File: config.mk
export PLATFORM = sky130hd
export DESIGN_NAME = mem_arbiter
export DESIGN_NICKNAME = d
export VERILOG_FILES = /design/src/rtl/mem_arbiter.sv
export SDC_FILE = /design/constraint.sdc
export NUM_CORES = 1
export LEC_CHECK = 0
export CAP_MARGIN = 20
export CELL_PAD_IN_SITES_DETAIL_PLACEMENT = 0
export CELL_PAD_IN_SITES_GLOBAL_PLACEMENT = 1
export CORE_AREA = 5 5 334 336
export CTS_CLUSTER_SIZE = 14
export DETAILED_ROUTE_END_ITERATION = 12
export DIE_AREA = 0 0 339 341
export GPL_ROUTABILITY_DRIVEN = 0
export PLACE_DENSITY_LB_ADDON = 0.25
export RECOVER_POWER = 25
export SYNTH_ARGS = -nofsm -noshare
export SYNTH_HDL_FRONTEND = slang
export SYNTH_SLANG_ARGS = --single-unit
File: constraint.sdc
create_clock -name clk -period 1.52 [get_ports clk]
set_input_delay 0.304 -clock clk [delete_from_list [all_inputs] [get_ports clk]]
set_output_delay 0.304 -clock clk [all_outputs]
set_load 0.01 [all_outputs]
File: src/rtl/mem_arbiter.sv
// mem_arbiter: shares one slow line memory between the I-cache and D-cache
// miss/write-back ports. One 128-bit line transaction is granted at a time;
// the winner's request is captured into registered memory-side outputs and
// the memory's ready pulse is steered back to the winner only.
//
// Arbitration: fixed priority (D over I) by default. Define ARB_RR_EN to get
// round-robin between the two ports on simultaneous requests.
//
// Ports:
//   clk, rst_n                   clock, asynchronous active-low reset
//   mem_read_I/_D, mem_write_I/_D  cache requests, held until mem_ready_x
//   mem_addr_I/_D, mem_wdata_I/_D  cache line address / write data
//   mem_rdata_I/_D, mem_ready_I/_D read data and one-cycle completion to caches
//   mem_read, mem_write, mem_addr, mem_wdata  registered request to memory
//   mem_rdata, mem_ready         memory read data and completion pulse
//   grant                        01 = I owns memory, 10 = D owns, 00 = none
module mem_arbiter #(
    parameter int AW = 28,
    parameter int DW = 128
) (
    input  logic          clk,
    input  logic          rst_n,
    input  logic          mem_read_I,
    input  logic          mem_write_I,
    input  logic [AW-1:0] mem_addr_I,
    input  logic [DW-1:0] mem_wdata_I,
    output logic [DW-1:0] mem_rdata_I,
    output logic          mem_ready_I,
    input  logic          mem_read_D,
    input  logic          mem_write_D,
    input  logic [AW-1:0] mem_addr_D,
    input  logic [DW-1:0] mem_wdata_D,
    output logic [DW-1:0] mem_rdata_D,
    output logic          mem_ready_D,
    output logic          mem_read,
    output logic          mem_write,
    output logic [AW-1:0] mem_addr,
    output logic [DW-1:0] mem_wdata,
    input  logic [DW-1:0] mem_rdata,
    input  logic          mem_ready,
    output logic [1:0]    grant
);

    typedef enum logic [1:0] {IDLE, GNT_I, GNT_D, RELEASE} state_t;

    state_t state, state_nxt;
    logic   pend_i, pend_d, win_d;

`ifdef ARB_RR_EN
    // Set when D should win the next tie; reset favours D.
    logic rr_fav_d;
`endif

    always_comb begin
        pend_i    = mem_read_I | mem_write_I;
        pend_d    = mem_read_D | mem_write_D;
`ifdef ARB_RR_EN
        win_d     = pend_d & (~pend_i | rr_fav_d);
`else
        win_d     = pend_d;
`endif
        state_nxt = state;
        case (state)
            IDLE:    if (pend_i | pend_d) state_nxt = win_d ? GNT_D : GNT_I;
            GNT_I,
            GNT_D:   if (mem_ready) state_nxt = RELEASE;
            // Dead cycle so the finishing cache can drop its request
            // before requests are sampled again.
            RELEASE: state_nxt = IDLE;
            default: state_nxt = IDLE;
        endcase
    end

    always_ff @(posedge clk or negedge rst_n) begin
        if (!rst_n) begin
            state     <= IDLE;
            mem_read  <= 1'b0;
            mem_write <= 1'b0;
            mem_addr  <= '0;
            mem_wdata <= '0;
`ifdef ARB_RR_EN
            rr_fav_d  <= 1'b1;
`endif
        end else begin
            state <= state_nxt;
            case (state)
                IDLE: begin
                    if (pend_i | pend_d) begin
                        // Read+write together from one port: write wins.
                        if (win_d) begin
                            mem_write <= mem_write_D;
                            mem_read  <= mem_read_D & ~mem_write_D;
                            mem_addr  <= mem_addr_D;
                            mem_wdata <= mem_wdata_D;
                        end else begin
                            mem_write <= mem_write_I;
                            mem_read  <= mem_read_I & ~mem_write_I;
                            mem_addr  <= mem_addr_I;
                            mem_wdata <= mem_wdata_I;
                        end
`ifdef ARB_RR_EN
                        rr_fav_d <= ~win_d;
`endif
                    end
                end
                GNT_I, GNT_D: begin
                    // Memory cannot abort: only its ready ends the grant,
                    // even if the cache has already dropped its request.
                    if (mem_ready) begin
                        mem_read  <= 1'b0;
                        mem_write <= 1'b0;
                    end
                end
                default: ;
            endcase
        end
    end

    // Read data is broadcast; only the ready pulse is steered.
    assign mem_rdata_I = mem_rdata;
    assign mem_rdata_D = mem_rdata;
    assign mem_ready_I = (state == GNT_I) & mem_ready;
    assign mem_ready_D = (state == GNT_D) & mem_ready;
    assign grant       = {state == GNT_D, state == GNT_I};

endmodule

# ---- Yosys cells after proc, flatten, opt, wreduce, memory -nomap -nowiden
# Index checks and enable logic that the tools add are counted.
dict set report word_totals {
  in_bits 447
  out_inout_bits 418
  reg_bits 160
  wordCells 38
}
dict set report op_classes {
  eq_ne 5
  reduce_logical 6
  bitwise_logic 9
  muxes 13
}
# op count
set ops {}
lappend ops {{$mux 128} 1}
lappend ops {{$mux 28} 1}
lappend ops {{$mux 2} 3}
lappend ops {{$pmux 2 s3} 1}
lappend ops {{$mux 1} 5}
lappend ops {{$and 1x1->1} 4}
lappend ops {{$eq 2x2->1 const B} 2}
lappend ops {{$ne 2x2->1 const B} 2}
lappend ops {{$pmux 1 s2} 2}
lappend ops {{$reduce_and 2->1} 2}
lappend ops {{$or 1x1->1} 3}
lappend ops {{$reduce_and 3->1} 1}
lappend ops {{$eq 2x1->1 const B} 1}
lappend ops {{$logic_not 2->1} 1}
lappend ops {{$not 1->1} 2}
lappend ops {{$reduce_bool 2->1} 1}
lappend ops {{$reduce_or 2->1} 1}

# ---- Longest topological paths before layout
dict set report logic_depth {
  depth_word 5
  depth_mapped 9
  mapped_depth_nobuf 5
}

# ---- Least setup slack after synthesis
# No wires, ideal clock.
dict set report synth_timing {
  path_kind {register -> register}
  start {reg state[0]}
  end {reg state[0]}
  t_required_ns 1.399
  setup_ns 0.121
  arrival_time_ns 1.501
  period_less_slack_ns 1.622
  path_buffers 0
  path_slack_ns -0.102
  stages_incl_launch_ff 6
  path_cell_list {dfrtp_1 -> inv_1 -> ha_1 -> nor4b_1 -> a21oi_1 -> o22a_1}
}
dict set report synth_via {
  elab_chain_len 4
  elab_cells_between_ends 9
  classes_between {5 x eq/ne; 1 x mux; 3 x reduce/logical}
}
# item line_no
set synth_rtl {}
lappend synth_rtl {{from (decl)} 46} ;# state_t state, state_nxt;
lappend synth_rtl {{from (signal assigned)} 85} ;# state <= state_nxt;
lappend synth_rtl {{$eq 2x1->1 or $eq 2x2->1 (tied branches)} 63} ;# case (state)
lappend synth_rtl {{$reduce_or 2->1} 63}
lappend synth_rtl {{$ne 2x2->1 (no source line)} --}
lappend synth_rtl {{$reduce_and 2->1 (no source line)} --}
# Parallel ways exist; a longest one is shown, timed or not.
# A chain may end at the register's enable or synchronous reset.

# ---- Final worst setup path
dict set report layout_timing {
  start {reg state[0]}
  end {out mem_ready_I}
}
dict set report layout_via {
  elab_chain_len 2
}
# item line_no
set layout_rtl {}
lappend layout_rtl {{$eq 2x1->1} 122} ;# assign mem_ready_I = (state == GNT_I) & mem_ready;
lappend layout_rtl {{$and 1x1->1} 122}
lappend layout_rtl {{to (decl)} 28} ;# output logic mem_ready_I,
# Every way passes these cells.

==> flow_summary.json <==
{
  "synth.distinct_cells": 30,
  "start_util_pct": 8.753,
  "clk_pin_slew_ns": 0.07,
  "required_ns": 1.22,
  "synthesis.area_sq_um": 9475,
  "grt_pass1_vias": 8683,
  "clockBufferDepth": 2,
  "ant_nets": 0,
  "clockRootBuffer": "clkbuf_16",
  "start_kind": "flop",
  "finalHoldViolCount": 0,
  "cts.sinks": 160,
  "synth-seq-cells": 160,
  "dpl.hpwl_um": 31880,
  "synth_top_area_share_pct": 42.26,
  "io_pins": 865,
  "yosysTopAreaCell": "dfrtp_1",
  "avgSynthCellArea_sq_um": 9.829,
  "numCtsBuffers": 17,
  "crit_arrival_ns": 1.44,
  "area_growth_pct": 82.12,
  "chipWidth_um": 339,
  "grt-ovfl-total": 0,
  "fmax_ghz": 0.5745,
  "die_area_sq_um": 115600,
  "final-setup-viol-count": 158,
  "antenna_cells": 0,
  "syn_nets": 1416,
  "finalSetupTns_ns": -16.06,
  "outcome": "finished with violations",
  "cts_tree": "built",
  "cp-end-kind": "output port",
  "avgViaCountPerCell": 2.873,
  "ys_warn_count": 0,
  "wl_per_cell_um": 16.00,
  "skew_ns": 0.01122,
  "power_density_nw_per_um2": 1788,
  "drt_iter0_markers": 178,
  "fin_crit_sh_pct": 114.5,
  "dr.pass1.iters": 4,
  "hold_slack_ns": 0.4055,
  "synth.area.top_cells": "dfrtp_1, buf_4, mux2i_1, nand2_1, o21ai_0",
  "nets": 1769,
  "critPathMaxFanout": 4,
  "final_cells": 2744,
  "hold_class": "in -> async",
  "peakVddDrop_mv": 0.6093,
  "clk_latency_ns": 0.50,
  "place_ws_ns": -0.6684,
  "drc": 0,
  "rsz0062_at_grt": "yes",
  "ys_seq_area_share_pct": 42.26,
  "violations": "setup timing",
  "die_h_um": 341,
  "synth-edff-count": 0,
  "dr_total_vias": 7884,
  "synthCells": 964,
  "fin_crit_ns": 1.741,
  "placed_cells": 2634,
  "ys.flop_type": "dfrtp_1",
  "setup_slack_ns": -0.2208,
  "port_buffers": 480,
  "relSlewSlack_pct": 51.64,
  "wirelength_um": 43890,
  "fin_area_sq_um": 17260,
  "track_usage_pct": 7.290,
  "cts_max_level": 4,
  "leakage_nw": 7.105,
  "worst_pin_slew_ns": 0.7254,
  "row_count": 121,
  "grt_first_pass_wirelength_um": 60360,
  "crit_type": "reg -> out",
  "dpl-instance-area_sq_um": 14650,
  "cap_violations": 0,
  "ys_async_sr_fraction_pct": 100.0,
  "grt_max_degree": 52,
  "core_area_sq_um": 108200,
  "drive_above_1_share_pct": 45.11,
  "grt_antenna_before_repair": 2,
  "maxSlewViolCount": 0
}
sequential cells by signal (all words and copies together), names as in the netlist:
name	flops
mem_wdata	128
mem_addr	28
mem_write	1
state	2
mem_read	1
worst paths after layout:
| path | startpoint | to | slack (ns) | cells after the start |
|---|---|---|---|---|
| min in group clk | mem_addr_D[21] | mem_addr[21] | 0.43 | 3 |
| worst min-delay path | rst_n | mem_wdata[63] | 0.41 | 2 |
| worst max register to register | state[1] | mem_wdata[49] | -0.19 | 10 |
| max in group asynchronous | rst_n | mem_addr[25] | 0.30 | 4 |
| worst min register to register | mem_wdata[9] | mem_wdata[9] | 0.48 | 2 |
| worst max-delay path | state[0] | mem_ready_I | -0.22 | 4 |
cells in the final DEF (no fill, tap or decap), types with 19 or more instances in the layout:
master / Yosys / routed
buf_12: 1 / 34
buf_2: 14 / 61
buf_4: 257 / 73
buf_6: 3 / 19
buf_8: 7 / 19
clkbuf_16: 0 / 21
clkbuf_2: 2 / 51
clkdlybuf4s15_2: 0 / 32
clkdlybuf4s50_1: 0 / 317
dfrtp_1: 160 / 157
mux2i_1: 156 / 153
nand2_2: 10 / 70
nand2_4: 0 / 71
o21ai_1: 60 / 57
o21ai_2: 10 / 97
cells in the mapped netlist, types with 2 or more instances:
library cell and number:
a21oi_1 3, a31oi_1 2, and2_1 2, buf_1 3, buf_2 14, buf_4 257
buf_6 3, buf_8 7, clkbuf_1 20, clkbuf_2 2, dfrtp_1 160, ha_1 5
inv_1 4, mux2i_1 156, nand2_1 147, nand2_2 10, o21ai_0 87, o21ai_1 60
o21ai_2 10, o22a_1 2
where the power goes:
part / switching [mW] / total, mW / internal [mW]
sequential: 1.74 / 8.14 / 6.40
combinational: 8.51 / 18.2 / 9.67
clock: 2.10 / 4.53 / 2.42
logic make-up after synthesis:
family          synth area share [%]
fa+ha+maj                     0.6602
simple gates                   6.933
buf+inv                        23.95
flops                          42.26
mux                            16.48
compound gates                 9.719
stage by stage:
step                power (mW)  util (%)
floorplan                13.32         -
global placement         20.26     13.53
detailed placement       20.28     13.53
CTS                      30.46     15.70
global route             33.11     15.94
finish                   30.85     15.94
critical path, stage by stage, from the launching register on:
cell,delay [ns]
dfrtp_1,0.43
buf_6,0.14
ha_4,0.14
and2_4,0.13
buf_6,0.12
layer usage:
layer / GRT usage, % / wire length [um] / vias up
met1: 7.368 / 15930 / 3698
li1: - / - / 3691
met3: 3.390 / 3801 / 111
met4: 3.497 / 1564 / 0
met2: 12.75 / 22600 / 384
met5: 0 / 0 / -
cell type report:
class                           count  area, sq um
Clock buffer                       20        436.7
Clock inverter                     12        135.1
Fill cell                       12120        90990
Inverter                            4        17.52
Multi-Input combinational cell    493         4355
Sequential cell                   160         4008
Tap cell                         1414         1769
Timing Repair Buffer              641         6535
what timing repair did:
| item | in CTS | in global routing |
|---|---|---|
| endpoints found under the hold margin | 90 | 0 |
| setup buffers | 35 | 34 |
| endpoints found under the setup margin | 294 | 213 |
| hold buffers | 1 | 0 |
| cloned | 31 | 5 |
| pin swaps | 86 | 117 |
| gates resized for setup | 726 | 333 |
Power figures use the tool's default switching activity.
